**src/rtl/pc_sequencer_if.sv**
```systemverilog
// Fetch / execute / status bundle between the lvm-16 PC sequencer and its neighbours.
// The master side is the sequencer; the slave side is memory, decode/execute and the jump-condition unit.
interface pc_sequencer_if;
    logic        imem_req;
    logic [15:0] imem_addr;
    logic        imem_ack;
    logic [15:0] imem_data;
    logic [15:0] instr;
    logic        instr_valid;
    logic        exec_done;
    logic        jmp;
    logic        incr;
    logic [15:0] jmp_target;
    logic        halt;
    logic [15:0] pc;
    logic [15:0] retired;
    logic        halted;
    logic        fault;

    modport master (
        output imem_req, imem_addr, instr, instr_valid, pc, retired, halted, fault,
        input  imem_ack, imem_data, exec_done, jmp, incr, jmp_target, halt
    );

    modport slave (
        input  imem_req, imem_addr, instr, instr_valid, pc, retired, halted, fault,
        output imem_ack, imem_data, exec_done, jmp, incr, jmp_target, halt
    );
endinterface

```
**src/rtl/pc_sequencer.sv**
```systemverilog
// Program counter and fetch/branch sequencer for the lvm-16 core.
// Latency: 2 cycles/instruction with zero-wait ack and immediate exec_done.
// Backpressure: imem_req is held until imem_ack; the fetched word is held until exec_done.
module pc_sequencer #(
    parameter logic [15:0] RESET_PC      = 16'h0000,
    parameter logic [15:0] PC_STEP       = 16'd1,
    parameter int unsigned FETCH_TIMEOUT = 0
) (
    input  logic                  clk,
    input  logic                  rst_n,
    pc_sequencer_if.master        bus
);

    typedef enum logic [2:0] {
        S_IDLE  = 3'd0,
        S_FETCH = 3'd1,
        S_EXEC  = 3'd2,
        S_HALT  = 3'd3,
        S_FAULT = 3'd4
    } state_t;

    state_t      state_q;
    logic [15:0] pc_q;
    logic [15:0] instr_q;
    logic [15:0] retired_q;
    logic [31:0] cnt_q;

    always_ff @(posedge clk or negedge rst_n) begin
        if (!rst_n) begin
            state_q   <= S_IDLE;
            pc_q      <= RESET_PC;
            instr_q   <= 16'h0000;
            retired_q <= 16'h0000;
            cnt_q     <= 32'd0;
        end else begin
            case (state_q)
                S_IDLE: begin
                    state_q <= S_FETCH;
                end
                S_FETCH: begin
                    if (bus.imem_ack) begin
                        instr_q <= bus.imem_data;
                        cnt_q   <= 32'd0;
                        state_q <= S_EXEC;
                    end else if (FETCH_TIMEOUT != 0 && cnt_q == FETCH_TIMEOUT - 1) begin
                        state_q <= S_FAULT;
                    end else begin
                        cnt_q <= cnt_q + 32'd1;
                    end
                end
                S_EXEC: begin
                    // halt outranks the jmp/incr legality check so a halting word always retires
                    if (bus.exec_done) begin
                        if (bus.halt) begin
                            retired_q <= retired_q + 16'd1;
                            state_q   <= S_HALT;
                        end else if (bus.jmp == bus.incr) begin
                            state_q <= S_FAULT;
                        end else if (bus.jmp) begin
                            pc_q      <= bus.jmp_target;
                            retired_q <= retired_q + 16'd1;
                            state_q   <= S_FETCH;
                        end else begin
                            pc_q      <= pc_q + PC_STEP;
                            retired_q <= retired_q + 16'd1;
                            state_q   <= S_FETCH;
                        end
                    end
                end
                default: begin
                    state_q <= state_q;
                end
            endcase
        end
    end

    assign bus.imem_req    = (state_q == S_FETCH);
    assign bus.imem_addr   = pc_q;
    assign bus.instr       = instr_q;
    assign bus.instr_valid = (state_q == S_EXEC);
    assign bus.pc          = pc_q;
    assign bus.retired     = retired_q;
    assign bus.halted      = (state_q == S_HALT);
    assign bus.fault       = (state_q == S_FAULT);

endmodule

```
**src/flat_wrapper.sv**
```systemverilog
// flat-port wrapper written by rule: the top's interface ports become plain ports
module pc_sequencer_flat 
#(
    parameter logic [15:0] RESET_PC      = 16'h0000,
    parameter logic [15:0] PC_STEP       = 16'd1,
    parameter int unsigned FETCH_TIMEOUT = 0
)
  (clk, rst_n, bus_imem_req, bus_imem_addr, bus_instr, bus_instr_valid, bus_pc, bus_retired, bus_halted, bus_fault, bus_imem_ack, bus_imem_data, bus_exec_done, bus_jmp, bus_incr, bus_jmp_target, bus_halt);
  pc_sequencer_if bus_i ();
  input  logic clk;
  input  logic rst_n;
  output wire logic [$bits(bus_i.imem_req)-1:0] bus_imem_req;
  output wire logic [$bits(bus_i.imem_addr)-1:0] bus_imem_addr;
  output wire logic [$bits(bus_i.instr)-1:0] bus_instr;
  output wire logic [$bits(bus_i.instr_valid)-1:0] bus_instr_valid;
  output wire logic [$bits(bus_i.pc)-1:0] bus_pc;
  output wire logic [$bits(bus_i.retired)-1:0] bus_retired;
  output wire logic [$bits(bus_i.halted)-1:0] bus_halted;
  output wire logic [$bits(bus_i.fault)-1:0] bus_fault;
  input wire logic [$bits(bus_i.imem_ack)-1:0] bus_imem_ack;
  input wire logic [$bits(bus_i.imem_data)-1:0] bus_imem_data;
  input wire logic [$bits(bus_i.exec_done)-1:0] bus_exec_done;
  input wire logic [$bits(bus_i.jmp)-1:0] bus_jmp;
  input wire logic [$bits(bus_i.incr)-1:0] bus_incr;
  input wire logic [$bits(bus_i.jmp_target)-1:0] bus_jmp_target;
  input wire logic [$bits(bus_i.halt)-1:0] bus_halt;
  assign bus_imem_req = bus_i.imem_req;
  assign bus_imem_addr = bus_i.imem_addr;
  assign bus_instr = bus_i.instr;
  assign bus_instr_valid = bus_i.instr_valid;
  assign bus_pc = bus_i.pc;
  assign bus_retired = bus_i.retired;
  assign bus_halted = bus_i.halted;
  assign bus_fault = bus_i.fault;
  assign bus_i.imem_ack = bus_imem_ack;
  assign bus_i.imem_data = bus_imem_data;
  assign bus_i.exec_done = bus_exec_done;
  assign bus_i.jmp = bus_jmp;
  assign bus_i.incr = bus_incr;
  assign bus_i.jmp_target = bus_jmp_target;
  assign bus_i.halt = bus_halt;
  pc_sequencer #(.RESET_PC(RESET_PC), .PC_STEP(PC_STEP), .FETCH_TIMEOUT(FETCH_TIMEOUT)) u_core (.clk(clk), .rst_n(rst_n), .bus(bus_i));
endmodule
```
**config.mk**
```make
export PLATFORM = sky130hd
export DESIGN_NAME = pc_sequencer_flat
export DESIGN_NICKNAME = d
export VERILOG_FILES = /design/src/rtl/pc_sequencer_if.sv /design/src/rtl/pc_sequencer.sv /design/src/flat_wrapper.sv
export SDC_FILE = /design/constraint.sdc
export NUM_CORES = 1
export LEC_CHECK = 0
export ABC_AREA = 1
export CORE_ASPECT_RATIO = 0.9
export CORE_UTILIZATION = 51
export CTS_BUF_LIST = sky130_fd_sc_hd__clkbuf_2 sky130_fd_sc_hd__clkbuf_4 sky130_fd_sc_hd__clkbuf_8
export DETAILED_ROUTE_END_ITERATION = 10
export PLACE_DENSITY = 0.91
export RECOVER_POWER = 50
export SYNTH_ARGS = -nofsm -noshare
export SYNTH_HDL_FRONTEND = slang
export SYNTH_SLANG_ARGS = --single-unit
```
**constraint.sdc**
```tcl
create_clock -name clk -period 3.1 [get_ports clk]
set_input_delay 0.31 -clock clk [delete_from_list [all_inputs] [get_ports clk]]
set_output_delay 0.31 -clock clk [all_outputs]
set_load 0.005 [all_outputs]
```
# --- After elaboration in Yosys (flattened, before gate mapping) ---
# Index checks and enable logic that the tools add are counted.
classes:
  n_mul: 0
  shift: 0
  n_div: 0
  eq_ne: 8
  mux: 8
  n_addsub: 2
  n_reduce_logical: 6
  n_lt_le_gt_ge: 0
  n_bitwise: 2
op_table:
  columns: ["op", "n"]
  rows:
  - ["two-way mux 16 bit", 3]
  - ["adder 16 x 1 -> 16 bit, second input constant", 2]
  - ["two-way mux 3 bit", 4]
  - ["one-hot mux 3 bit (3 select lines)", 1]
  - ["== test 3 x 2 -> 1 bit, second input constant", 2]
  - ["AND reduction 3 bit", 2]
  - ["!= test 2 x 1 -> 1 bit, second input constant", 2]
  - ["AND reduction 4 bit", 1]
  - ["== test 3 x 1 -> 1 bit, second input constant", 1]
  - ["== test 3 bit, second input constant", 1]
  - ["logical NOT 3 bit", 1]
  - ["nonzero test 3 bit", 1]
  - ["!= test 2 bit, second input constant", 1]
  - ["inverter 1 bit", 2]
  - ["AND reduction 2 bit", 1]
  - ["== test 1 bit", 1]
word_totals:
  wordCells: 30
  in_bits: 39
  mem_bits_ro: 0
  out_inout_bits: 68
  regBits: 51
  latchBits: 0
  mem_bits_rw: 0
  memories: 0

# --- Depth between registers and ports, before layout ---
logic_depth:
  depth_word: 5
  depth_mapped: 9
  depth_no_buf: 9

# --- Least setup slack after synthesis ---
# Ideal clock, no wire load.
synth_path:
  path_kind: "register -> register"
  startpoint: "register u_core.pc_q[1] (netlist: u_core.bus.imem_addr[1])"
  endpoint: "register u_core.pc_q[10] (netlist: u_core.bus.imem_addr[10])"
  path_buffers: 0
  path_slack_ns: 1.699
  period_less_slack_ns: 1.401
  setup_ns: 0.116
  stages_incl_launch_ff: 9
  required_time_ns: 2.984
  arrival_ns: 1.284
  cell_sequence: "dfrtp_1 -> ha_1 -> nand3_1 -> nor2_2 -> nand4_1 -> nand2_1 -> nand2_1 -> nand2_1 -> nand2_1"
synth_between:
  elab_chain_len: 2
synth_rtl:
  columns: ["element", "line", "rtl"]
  rows:
  - ["start: declaration", "pc_sequencer.sv:23", "logic [15:0] pc_q;"]
  - ["start signal: assignment", "pc_sequencer.sv:60", "pc_q <= bus.jmp_target;"]
  - ["start signal: assignment", "pc_sequencer.sv:64", "pc_q <= pc_q + PC_STEP;"]
  - ["adder 16 x 1 -> 16 bit", "pc_sequencer.sv:64", null]
  - ["two-way mux 16 bit", "pc_sequencer.sv:59", "end else if (bus.jmp) begin"]
# Every way passes these cells.
# A chain may end at the register's enable or synchronous reset.

# --- Worst setup path after layout ---
layout_path:
  startpoint: "register u_core.state_q[1]"
  endpoint: "output port bus_imem_req"
layout_between:
  elab_chain_len: 1
layout_rtl:
  columns: ["element", "line", "rtl"]
  rows:
  - ["start: declaration", "pc_sequencer.sv:22", "state_t state_q;"]
  - ["start signal: assignment", "pc_sequencer.sv:71", "state_q <= state_q;"]
  - ["== test 3 x 1 -> 1 bit", "pc_sequencer.sv:77", "assign bus.imem_req = (state_q == S_FETCH);"]
  - ["end: declaration", "flat_wrapper.sv:12", "output wire logic [$bits(bus_i.imem_req)-1:0] bus_imem_req;"]
# Every way passes these cells.

==> results.md <==
* Fin util at 0.714
* Synthesized netlist cell count at 394
* Antenna violations before repair at 0
* EDFF count, synth at 0
* GRT Resource Usage Total at 0.231
* Die Y at 75.4 µm
* Final setup skew at 0.00932 ns
* Reg2Reg Capture Point: u_core.bus.instr[7]
* RSZ-0062 raised after global routing: false
* Fin. max-slew vios at 0
* Drt drc at 0
* Status: complete, no violations
* CTS tree: done
* Setup TNS at 0 ns
* P per Cell Area at 327 nW/µm²
* Peak supply drop at 232 µV
* Filler cell count at 469
* Post-CTS setup buffers at 0
* Clock Latency Late Sink at 0.30 ns
* Total vias in the final route at 2,809
* CP Capture Type: output port
* WP data arrival at 1.70 ns
* Slack of the worst reg-to-reg path at 1.17 ns
* Peak Freq at 496 MHz
* Async S/R FF share, synth at 1.00
* Headroom to the max-slew limit at 0.234
* Count leader, synth: nand2_1
* Count of cell types in the netlist at 31
* Synth top area cells: dfrtp_1 42%, nand2_1 15%, nor2_1 6.9%, mux2_4 4.9%, inv_1 4.7%
* Final Net Count at 524
* Hold Crit Class: input port to asynchronous set/reset pin
* Largest net degree at the start of global routing at 52
* Top Ports at 107
* Post-synth top flop: dfrtp_1
* Routed Antenna Nets at 0
* Share of layout cells above drive strength 1 at 0.0496
* Sink Count at 51
* Cts-stage hold buffer count at 0
* Core box area at 5730 µm²
* Area Overhead vs Synth at 33.8%
* First-pass detailed-route iteration total at 4
* Initial Utilization at 0.534
* WP data required at 2.79 ns
* Row Count at 26
* Seq/Total Area, Yosys at 0.418
* Worst-path clk slew at 0.09 ns
* Vias/cell at 5.07
* Min Tclk post-route at 2.01 ns
* Worst setup path class: flop to output port
* Clk root buf: clkbuf_8
* Lkg Pwr at 1.99 nW
* Fin. Hold Viols at 0
* Syn Area/Cell at 7.75 µm²
* Total grt overflow at 0
* Vias in the first global route at 2,561
* R2r worst-path depth at 5
* Tcrit/Tclk final at 0.650
* Port Buffer Count at 106
* Ant diodes at 0
* H-tree depth at 2
* CP startpoint kind: flop
* Net Count, Synth at 435
* CTS buffer count at 5
* Biggest area consumer among synthesized cells: dfrtp_1
* Yosys reg bits at 51
* Die area at 6310 µm²
* Die W at 83.6 µm
* Worst slew pin tran at 1.15 ns
* Post-cts sizing count at 0
* Avg WL per Cell at 12.9 µm
* Drt first-iter violations at 222
* Post-Synthesis Cell Area at 3060 µm²
* Reg2reg start: u_core.state_q[1]
* Synth Warn # at 0
* Final setup fails at 0
* Synth cell count leaders: 123 x nand2_1, 56 x nor2_1, 51 x dfrtp_1, 38 x inv_1, 27 x nand3_1
* First-pass GRT wire length at 11,700 µm
* Max-Cap Viols at 0
* Final WL at 7160 µm
* CTS max path bufs at 2
* Worst-path fanout max at 5
* Hpwl dp at 5240 µm
* Post-synth top area share at 0.418
* Routability congestion estimate at 0.882
## worst max-delay path by stage
stage,start,to,cells after the start
floorplan,u_core.bus.imem_addr[1],u_core.bus.imem_addr[10],8
global placement,bus_jmp,u_core.bus.retired[12],7
detailed placement,bus_jmp,u_core.bus.retired[12],7
CTS,u_core.state_q[1],bus_imem_req,4
global route,u_core.state_q[1],bus_imem_req,4
finish,u_core.state_q[1],bus_imem_req,4
## flip-flops by register name, summed over array words and instances (netlist names)
register / count
u_core.bus.imem_addr: 16
u_core.bus.instr: 16
u_core.bus.retired: 16
u_core.state_q: 3
## worst max-delay path, cell delays in order, from the launching register on
cell and delay [ns]:
dfrtp_1 0.43, nor2_1 0.23, nand2_2 0.10, clkinvlp_2 0.13
clkdlybuf4s50_1 0.51
## metal layers
metal | vias up | share of wire | track usage
li1 | 1389 | - | -
met1 | 1311 | 0.44 | 0.313
met2 | 105 | 0.49 | 0.392
met3 | 4 | 0.062 | 0.0433
met4 | 0 | 0.0053 | 0.0527
met5 | - | 0 | 0
## layout make-up
type                            instances  area, µm²  area share
Tap cell                               70       87.6      0.0214
Clock buffer                            5       68.8      0.0168
Inverter                               39        148      0.0361
Multi-Input combinational cell        280       1410       0.345
Clock inverter                          3       43.8      0.0107
Sequential cell                        51       1280       0.312
Timing Repair Buffer                  106       1060       0.258
## placed cells by master, fill, tap and decap left out, types with 2 or more instances in the layout
| cell type | netlist | layout |
|---|---|---|
| nand2_1 | 123 | 124 |
| clkdlybuf4s50_1 | 0 | 90 |
| nor2_1 | 56 | 57 |
| dfrtp_1 | 51 | 51 |
| inv_1 | 38 | 38 |
| nand3_1 | 27 | 27 |
| o21ai_0 | 18 | 18 |
| dlygate4sd3_1 | 0 | 15 |
| xor2_1 | 11 | 11 |
| mux2_1 | 0 | 10 |
| mux2_2 | 6 | 6 |
| xnor2_1 | 5 | 5 |
| nand4_1 | 5 | 5 |
| clkbuf_8 | 0 | 5 |
| nand2_2 | 2 | 2 |
| nor3_1 | 2 | 2 |
| nand3b_1 | 2 | 2 |
| ha_1 | 2 | 2 |
## cell families (layout without fill, tap and decap cells)
| family | Yosys count | after routing | share of synthesized area |
|---|---|---|---|
| xor+xnor | 17 | 17 | 0.0512 |
| mux | 16 | 16 | 0.0713 |
| compound gates | 22 | 22 | 0.0389 |
| fa+ha+maj | 2 | 2 | 0.00819 |
| simple gates | 223 | 223 | 0.307 |
| flops | 51 | 51 | 0.418 |
| buf+inv | 63 | 153 | 0.106 |
## power breakdown
| group | total (mW) | internal [mW] | leakage, nW | switching, mW |
|---|---|---|---|---|
| sequential | 0.704 | 0.679 | 0.676 | 0.0254 |
| combinational | 0.161 | 0.0985 | 1.25 | 0.0623 |
| clock | 0.472 | 0.241 | 0.0581 | 0.232 |
## through the flow
| step | hold WS (ns) | worst slack (ns) | power, mW | instance area [µm²] | std cells |
|---|---|---|---|---|---|
| 6_report | 0.218 | 1.09 | 1.34 | 4090 | 554 |
| 5_1_grt | 0.317 | 0.949 | 1.40 | 4090 | 554 |
| 4_1_cts | 0.262 | 1.19 | 1.35 | 4140 | 554 |
| 3_5_place_dp | 0.495 | 0.968 | 0.880 | 4020 | 546 |
| 3_3_place_gp | 0.488 | 1.05 | 0.875 | 4020 | 546 |
| 2_1_floorplan | 0.0144 | 1.70 | 0.771 | 3060 | 394 |
Note: power is estimated with default switching activity, not from simulation.
